--- src/rtl/width_fifo_pkg.sv ---
// Shared helpers for the wide-write / narrow-read FIFO controller.
// Derives the width ratio, slice-index width and fill-level width from the port widths.
package width_fifo_pkg;

    // Number of narrow slices packed into one wide RAM word.
    function automatic int unsigned ratio_of(input int unsigned wr_w, input int unsigned rd_w);
        return wr_w / rd_w;
    endfunction

    // Bits needed to index a slice within a word (S).
    function automatic int unsigned slice_bits(input int unsigned wr_w, input int unsigned rd_w);
        return $clog2(wr_w / rd_w);
    endfunction

    // Width of the slice-granular fill level: ADDR_SIZE + S + 1.
    function automatic int unsigned level_width(input int unsigned addr_w,
                                                input int unsigned wr_w,
                                                input int unsigned rd_w);
        return addr_w + slice_bits(wr_w, rd_w) + 1;
    endfunction

    // Bit offset of slice idx inside a RAM word; slice 0 occupies the LSBs.
    function automatic int unsigned slice_lsb(input int unsigned idx, input int unsigned rd_w);
        return idx * rd_w;
    endfunction

endpackage

--- src/rtl/width_fifo_ptr.sv ---
// Pointer bookkeeping for the width-converting FIFO.
// wptr counts words, rptr counts slices; both free-run with one extra MSB so full and
// empty are distinguishable. Flags and level are pure functions of the registered pointers.
module width_fifo_ptr
    import width_fifo_pkg::*;
#(
    parameter int unsigned ADDR_SIZE = 4,
    parameter int unsigned S         = 1
) (
    input  logic                   clk,
    input  logic                   rst,
    input  logic                   wa,
    input  logic                   ra,
    output logic [ADDR_SIZE-1:0]   waddr,
    output logic [ADDR_SIZE-1:0]   raddr,
    output logic [S-1:0]           rslice,
    output logic [ADDR_SIZE+S:0]   level,
    output logic                   wr_full,
    output logic                   rd_empty
);

    localparam logic [ADDR_SIZE:0]   WONE    = 1;
    localparam logic [ADDR_SIZE+S:0] RONE    = 1;
    localparam logic [ADDR_SIZE:0]   DEPTH_W = {1'b1, {ADDR_SIZE{1'b0}}};

    logic [ADDR_SIZE:0]   wptr_q;
    logic [ADDR_SIZE+S:0] rptr_q;
    logic [ADDR_SIZE:0]   words_used;

    // Advance pointers on accepted transfers; reset discards all contents.
    always_ff @(posedge clk) begin
        if (rst) begin
            wptr_q <= '0;
            rptr_q <= '0;
        end else begin
            if (wa) wptr_q <= wptr_q + WONE;
            if (ra) rptr_q <= rptr_q + RONE;
        end
    end

    // A partially read word still counts as occupied, so compare against the word part of rptr.
    always_comb begin
        level      = {wptr_q, {S{1'b0}}} - rptr_q;
        words_used = wptr_q - rptr_q[ADDR_SIZE+S:S];
        wr_full    = (words_used == DEPTH_W);
        rd_empty   = (level == '0);
        waddr      = wptr_q[ADDR_SIZE-1:0];
        raddr      = rptr_q[ADDR_SIZE+S-1:S];
        rslice     = rptr_q[S-1:0];
    end

endmodule

--- src/rtl/width_fifo_ctrl.sv ---
// Single-clock controller for a wide-write / narrow-read FIFO built on an external
// registered-output dual-port RAM. Emits one narrow slice per read accept, LSB slice first.
// Build option: define FIFO_ERR_FLAG_EN for sticky overflow/underflow flags; otherwise the
// ovf_err/udf_err ports are tied low.
module width_fifo_ctrl
    import width_fifo_pkg::*;
#(
    parameter int unsigned WRDATA_SIZE = 8,
    parameter int unsigned RDDATA_SIZE = 4,
    parameter int unsigned ADDR_SIZE   = 4
) (
    input  logic                   clk,
    input  logic                   rst,
    input  logic                   wr_req,
    input  logic [WRDATA_SIZE-1:0] wr_data,
    output logic                   wr_full,
    input  logic                   rd_req,
    output logic [RDDATA_SIZE-1:0] rd_data,
    output logic                   rd_valid,
    output logic                   rd_empty,
    output logic [level_width(ADDR_SIZE, WRDATA_SIZE, RDDATA_SIZE)-1:0] level,
    output logic                   ram_wren,
    output logic [ADDR_SIZE-1:0]   ram_waddr,
    output logic [WRDATA_SIZE-1:0] ram_wdata,
    output logic                   ram_rden,
    output logic [ADDR_SIZE-1:0]   ram_raddr,
    input  logic [WRDATA_SIZE-1:0] ram_rdata,
    output logic                   ovf_err,
    output logic                   udf_err
);

    localparam int unsigned S = slice_bits(WRDATA_SIZE, RDDATA_SIZE);

    logic                   wa;
    logic                   ra;
    logic [S-1:0]           rslice;
    logic [S-1:0]           rd_idx_q;
    logic                   rd_valid_q;
    logic [RDDATA_SIZE-1:0] rd_hold_q;
    logic [RDDATA_SIZE-1:0] slice_now;

    width_fifo_ptr #(
        .ADDR_SIZE (ADDR_SIZE),
        .S         (S)
    ) u_ptr (
        .clk      (clk),
        .rst      (rst),
        .wa       (wa),
        .ra       (ra),
        .waddr    (ram_waddr),
        .raddr    (ram_raddr),
        .rslice   (rslice),
        .level    (level),
        .wr_full  (wr_full),
        .rd_empty (rd_empty)
    );

    // Accept gating on pre-edge flags; nothing reaches the RAM during reset.
    always_comb begin
        wa        = wr_req & ~wr_full & ~rst;
        ra        = rd_req & ~rd_empty & ~rst;
        ram_wren  = wa;
        ram_wdata = wr_data;
        ram_rden  = ra;
        slice_now = ram_rdata[slice_lsb(32'(rd_idx_q), RDDATA_SIZE) +: RDDATA_SIZE];
        rd_valid  = rd_valid_q;
        rd_data   = rd_valid_q ? slice_now : rd_hold_q;
    end

    // Track the slice index alongside the RAM read and keep the last delivered slice.
    always_ff @(posedge clk) begin
        if (rst) begin
            rd_valid_q <= 1'b0;
            rd_idx_q   <= '0;
            rd_hold_q  <= '0;
        end else begin
            rd_valid_q <= ra;
            if (ra) rd_idx_q <= rslice;
            if (rd_valid_q) rd_hold_q <= slice_now;
        end
    end

`ifdef FIFO_ERR_FLAG_EN
    logic ovf_q;
    logic udf_q;

    // Sticky misuse flags, cleared only by reset.
    always_ff @(posedge clk) begin
        if (rst) begin
            ovf_q <= 1'b0;
            udf_q <= 1'b0;
        end else begin
            if (wr_req & wr_full) ovf_q <= 1'b1;
            if (rd_req & rd_empty) udf_q <= 1'b1;
        end
    end

    assign ovf_err = ovf_q;
    assign udf_err = udf_q;
`else
    assign ovf_err = 1'b0;
    assign udf_err = 1'b0;
`endif

endmodule

--- config.mk ---
export PLATFORM = sky130hd
export DESIGN_NAME = width_fifo_ctrl
export DESIGN_NICKNAME = d
export VERILOG_FILES = /design/src/rtl/width_fifo_pkg.sv /design/src/rtl/width_fifo_ptr.sv /design/src/rtl/width_fifo_ctrl.sv
export SDC_FILE = /design/constraint.sdc
export NUM_CORES = 1
export LEC_CHECK = 0
export ABC_AREA = 1
export CAP_MARGIN = 20
export CORE_UTILIZATION = 25
export DETAILED_ROUTE_END_ITERATION = 8
export PLACE_DENSITY = 0.53
export SLEW_MARGIN = 10
export SYNTH_ARGS = -nofsm -noshare
export SYNTH_HDL_FRONTEND = slang
export SYNTH_HIERARCHICAL = 1
export SYNTH_SLANG_ARGS = --single-unit
--- constraint.sdc ---
create_clock -name clk -period 2.5 [get_ports clk]
set_clock_uncertainty 0.05 [all_clocks]
set_input_delay 0.625 -clock clk [delete_from_list [all_inputs] [get_ports clk]]
set_output_delay 0.625 -clock clk [all_outputs]
set_load 0.05 [all_outputs]
=== Word-level counts from Yosys, hierarchy flattened ===
Cells that the tools add are included.

* Output and inout bits: 33
* Bits of input ports: 20
* Register bits: 17
* Logic and storage cells: 20

* Reduce and logical (&&, ||, !) cells: 1
* Equality and inequality tests: 1
* Muxes and demuxes: 1
* Add/sub/neg operators: 4
* Shift-type cells: 1
* Bitwise operators: 7

{| class="wikitable"
|+ Operator list
! operator !! count
|-
| $shiftx 8x4->4 || 1
|-
| $add 6x1->6 const B || 1
|-
| $logic_not 6->1 || 1
|-
| $sub 6x6->6 || 1
|-
| $add 5x1->5 const B || 1
|-
| $eq 5x5->1 const B || 1
|-
| $sub 5x5->5 || 1
|-
| $and 1x1->1 || 4
|-
| $mux 4 || 1
|-
| $not 1->1 || 3
|}

=== Logic depth before layout (Yosys ltp) ===
* Depth after elaboration: 5
* Gate-level depth with buffers: 18
* Depth with buffers taken out: 18

=== Modules after synthesis ===
Netlist, hierarchy kept.

{| class="wikitable"
|+ Modules (own cells, without submodules)
! module !! sequential area each (sq um) !! cells each !! area each (sq um) !! times used
|-
| width_fifo_ptr || 220.2 || 138 || 882.1 || 1
|-
| width_fifo_ctrl || 120.1 || 55 || 362.8 || 1
|}

=== Least setup slack after synthesis ===
No wires, ideal clock.

* Path kind: register -> register
* Start: register u_ptr.rptr_q[0]
* End: register u_ptr.rptr_q[5]
* Clock period less this slack: 3.954 ns
* Buffers on the path: 0
* Slack: -1.454 ns
* Library setup time: 0.119 ns
* Data required time: 2.331 ns
* Cell stages (with the launch flop): 15
* Arrival: 3.784 ns
* Cell sequence: dfxtp_1 -> inv_1 -> fa_1 -> xor2_1 -> nor2_1 -> nand3_1 -> nor2_1 -> inv_1 -> nand2_1 -> nor2_1 -> nand2_1 -> nor2_1 -> nand3_1 -> o21ai_0 -> a21oi_1

* Longest elaborated chain between the ends: 5
* Elaborated cells on any way between the ends: 6
* Those cells by class: add/sub: 2; bitwise: 3; reduce/logical: 1

{| class="wikitable"
|+ Ends and longest elaborated chain
! what !! line !! text
|-
| start: declaration || width_fifo_ptr.sv:27 || <nowiki>logic [ADDR_SIZE+S:0] rptr_q;</nowiki>
|-
| start signal: assignment || width_fifo_ptr.sv:37 || <nowiki>if (ra) rptr_q <= rptr_q + RONE;</nowiki>
|-
| $sub 6x6->6 || width_fifo_ptr.sv:43 || <nowiki>level = {wptr_q, {S{1'b0}}} - rptr_q;</nowiki>
|-
| net level[2] || width_fifo_ctrl.sv:21 || <nowiki>output logic [level_width(ADDR_SIZE, WRDATA_SIZE, RDDATA_SIZE)-1:0] level,</nowiki>
|-
| $logic_not 6->1 || width_fifo_ptr.sv:46 || <nowiki>rd_empty = (level == '0);</nowiki>
|-
| net rd_empty || width_fifo_ctrl.sv:20 || <nowiki>output logic rd_empty,</nowiki>
|-
| $not 1->1 || width_fifo_ctrl.sv:61 || <nowiki>ra = rd_req & ~rd_empty & ~rst;</nowiki>
|-
| $and 1x1->1 (2 in series) || width_fifo_ctrl.sv:61 ||
|-
| net ram_rden || width_fifo_ctrl.sv:25 || <nowiki>output logic ram_rden,</nowiki>
|}

The timed path passes the listed nets, and every way through them passes these cells.
A chain may end at the register's enable or synchronous reset.

=== Worst setup path in the final report ===
* Start: register u_ptr.rptr_q[0]
* End: output ram_rden

* Longest elaborated chain between the ends: 5

{| class="wikitable"
|+ Ends and longest elaborated chain
! what !! line
|-
| $sub 6x6->6 || width_fifo_ptr.sv:43
|-
| $logic_not 6->1 || width_fifo_ptr.sv:46
|-
| $not 1->1 || width_fifo_ctrl.sv:61
|-
| $and 1x1->1 (2 in series) || width_fifo_ctrl.sv:61
|-
| end: declaration || width_fifo_ctrl.sv:25
|}

No other way between the ends.

==> results by group <==
Synthesis
  • Mapped Cells: about 190
  • Top-area cell type share of the netlist area: 0.273
  • Synth area leader: dfxtp_1
  • Register bit total from synthesis: 17
  • Avg Cell Area, Syn: 6.45 um2
  • Asr flop ratio synth: 0
  • Syn Std Cell Area: 1240 um2
  • Register area share after synthesis: 0.273
  • Distinct cell type count after synthesis: 22
  • Yosys warning count: 6
  • Dominant synthesized flop cell: dfxtp_1
  • Top cells by area, synth: dfxtp_1 27%, nand2_1 15%, buf_4 12%
  • Post-synth EDFFs: 0

Global route
  • Overflow left after global routing: 0
  • Vias in the first global route: approximately 1,100
  • Largest net degree at the start of global routing: 14
  • Gr usage total: 0.127
  • Initial antenna violation count: 0
  • Global-route wire length before repair: 5180 um

Pwr
  • Power Dens Cells: 575 nW/um2
  • Static Leak: a little under 1 nW
  • Worst vdd ir: about 340 uV
  • Power consumption: 0.00122 W

Floorplanning
  • Initial core utilization: 0.262
  • Die width: 72.6 um
  • Io pins: 53
  • Die area: between 5000 and 6000 um2
  • Site row count: 25
  • Core area: 4750 um2
  • Chip height: 72.6 um

Timing
  • Worst-margin pin slew: 0.498 ns
  • Setup violators final: 3
  • Hold_ws: 0.442 ns
  • Rel. slew slack: 0.667
  • F_max: 0.389 GHz
  • Slew Limit Fails: 0
  • Unrepaired setup endpoints after global routing: yes
  • Final hold vios: 0
  • Setup slack after layout: -0.0705 ns
  • Final period utilization: 1.03
  • Period minus WS final: 2.57 ns

Worst setup path
  • Critical Path Sink Type: output port
  • Crit Path Class: reg2out
  • R2r setup slk: 0.22 ns
  • Worst EP arrival: 1.90 ns
  • Startpoint type of the worst setup path: register
  • WP data required: 1.82 ns
  • Critical path fanouts, max: 3

Outcome
  • Failing checks: negative setup slack
  • Status: finished with violations

Place
  • DP Area: 1860 um2
  • Detailed Place HPWL: 2420 um
  • Final Wtd Congestion: 0.824
  • Number of port buffers: 34

Clock network
  • Worst-skew pair later-pin latency: around 0.25 ns
  • Hold buffers post-CTS: 0
  • Max Root-Sink Buffers: 2
  • Clk root buf: clkbuf_8
  • CTS tree: yes
  • H-Tree Depth: 1
  • Clk slew on worst S/H paths: 0.07 ns
  • Clock sink count: 17
  • Num CTS Buffers: 3

Layout
  • Share of cells above drive strength 1: 0.368
  • Filler cells: 492
  • Diode count: 0
  • Util after Layout: 0.445
  • Nets: 269
  • Leading cell type in the layout, fill and taps excluded: nand2_1
  • Most frequent cells in the layout: 40 x nand2_1, 24 x buf_4, 21 x clkdlybuf4s50_1
  • Fin area: 2110 um2
  • Area grow syn2layout: 69.8%

Routing
  • Via Count: 1,260
  • Wire length on met3: 178 um
  • Final Routed Wirelength: 3130 um
  • Post-route ant nets: 0
  • Top Layer Used: met4
  • Initial DRT Pass Iterations: 4
  • WL per Instance: 10.2 um
  • Initial DRC count: 43
  • DR vias/cell: 4.12
  • Drc violations: 0
  • Met2 wire len: 1490 um
  • DRT met1 WL: approximately 1500 um

Min path
  • Min-Delay Path Class: reg2reg

Flow run
  • Max Cap Viol: 0
==> registers in the layout (all words and copies together), names as in the netlist <==
| name | flops |
|---|---|
| u_ptr/rptr_q | 6 |
| u_ptr/wptr_q | 5 |
| rd_hold_q | 4 |
| rd_idx_q | 1 |
| rd_valid | 1 |
==> cell usage after synthesis, drive strengths merged, types with 2 or more instances <==
master / count
a21oi: 13
buf: 20
dfxtp: 17
ha: 8
inv: 30
nand2: 49
nand3: 17
nor2: 19
nor3: 3
o21a: 2
o21ai: 4
or2: 4
==> cell type report <==
type,instances,area [um2],area share
Multi-Input combinational cell,126,826,0.391
Timing Repair Buffer,62,696,0.329
Sequential cell,17,352,0.166
Inverter,30,113,0.0533
Tap cell,67,83.8,0.0396
Clock buffer,4,45.0,0.0213
==> metrics by stage <==
| stage | setup WS [ns] | instances | setup TNS, ns |
|---|---|---|---|
| CTS | -0.0721 | 302 | -0.113 |
| finish | -0.0705 | 306 | -0.149 |
| global placement | 0.0164 | 287 | 0 |
| detailed placement | 0.0125 | 287 | 0 |
| global route | -0.165 | 306 | -0.434 |
| floorplan | -0.188 | 194 | -0.511 |
==> critical path, cell delays in order (launching register included) <==
cell	delay [ns]
dfxtp_2	0.34
inv_2	0.05
fa_2	0.43
nand3_2	0.11
nand3_2	0.07
nand2_2	0.06
nand2_2	0.06
nand3_2	0.09
nor2_4	0.04
inv_2	0.07
nand2_4	0.06
nor2_4	0.11
buf_12	0.14
==> worst paths after layout <==
check	endpoint	depth (start not counted)	from
setup reg to reg	u_ptr/rptr_q[5]$_SDFFE_PP0P_	17	u_ptr/rptr_q[0]$_SDFFE_PP0P_
setup / recovery	ram_rden	12	u_ptr/rptr_q[0]$_SDFFE_PP0P_
hold reg to reg	u_ptr/wptr_q[4]$_SDFFE_PP0P_	1	u_ptr/wptr_q[4]$_SDFFE_PP0P_
hold / removal	u_ptr/wptr_q[4]$_SDFFE_PP0P_	1	u_ptr/wptr_q[4]$_SDFFE_PP0P_
==> cell families (layout without fill, tap and decap cells) <==
kind of cell,after synthesis,count (layout),synth area share
simple gates,95,95,0.323
buf+inv,51,96,0.214
compound gates,19,19,0.0834
flops,17,17,0.273
fa+ha+maj,9,9,0.0965
other cells,1,2,0.00301
xor+xnor,1,1,0.00704
==> per-layer routing <==
layer	vias up	GRT usage
met5	-	0
met4	0	0.0218
li1	674	-
met1	550	0.164
met3	2	0.0319
met2	34	0.214
==> timing repair <==
| action | in CTS | in global routing |
|---|---|---|
| setup buffers | 11 | 4 |
| setup endpoints to repair | 4 | 4 |
| cloned | 0 | 0 |
| pin swaps | 13 | 2 |
| resized for setup | 17 | 13 |
==> power by group <==
group | leakage (nW) | switching, W | total, W | internal, W
sequential | 0.141 | 0.0000122 | 0.000299 | 0.000286
clock | 0.0228 | 0.0000883 | 0.000201 | 0.000113
combinational | 0.809 | 0.000384 | 0.000717 | 0.000332
No activity file was read; power rests on OpenSTA's default activity.
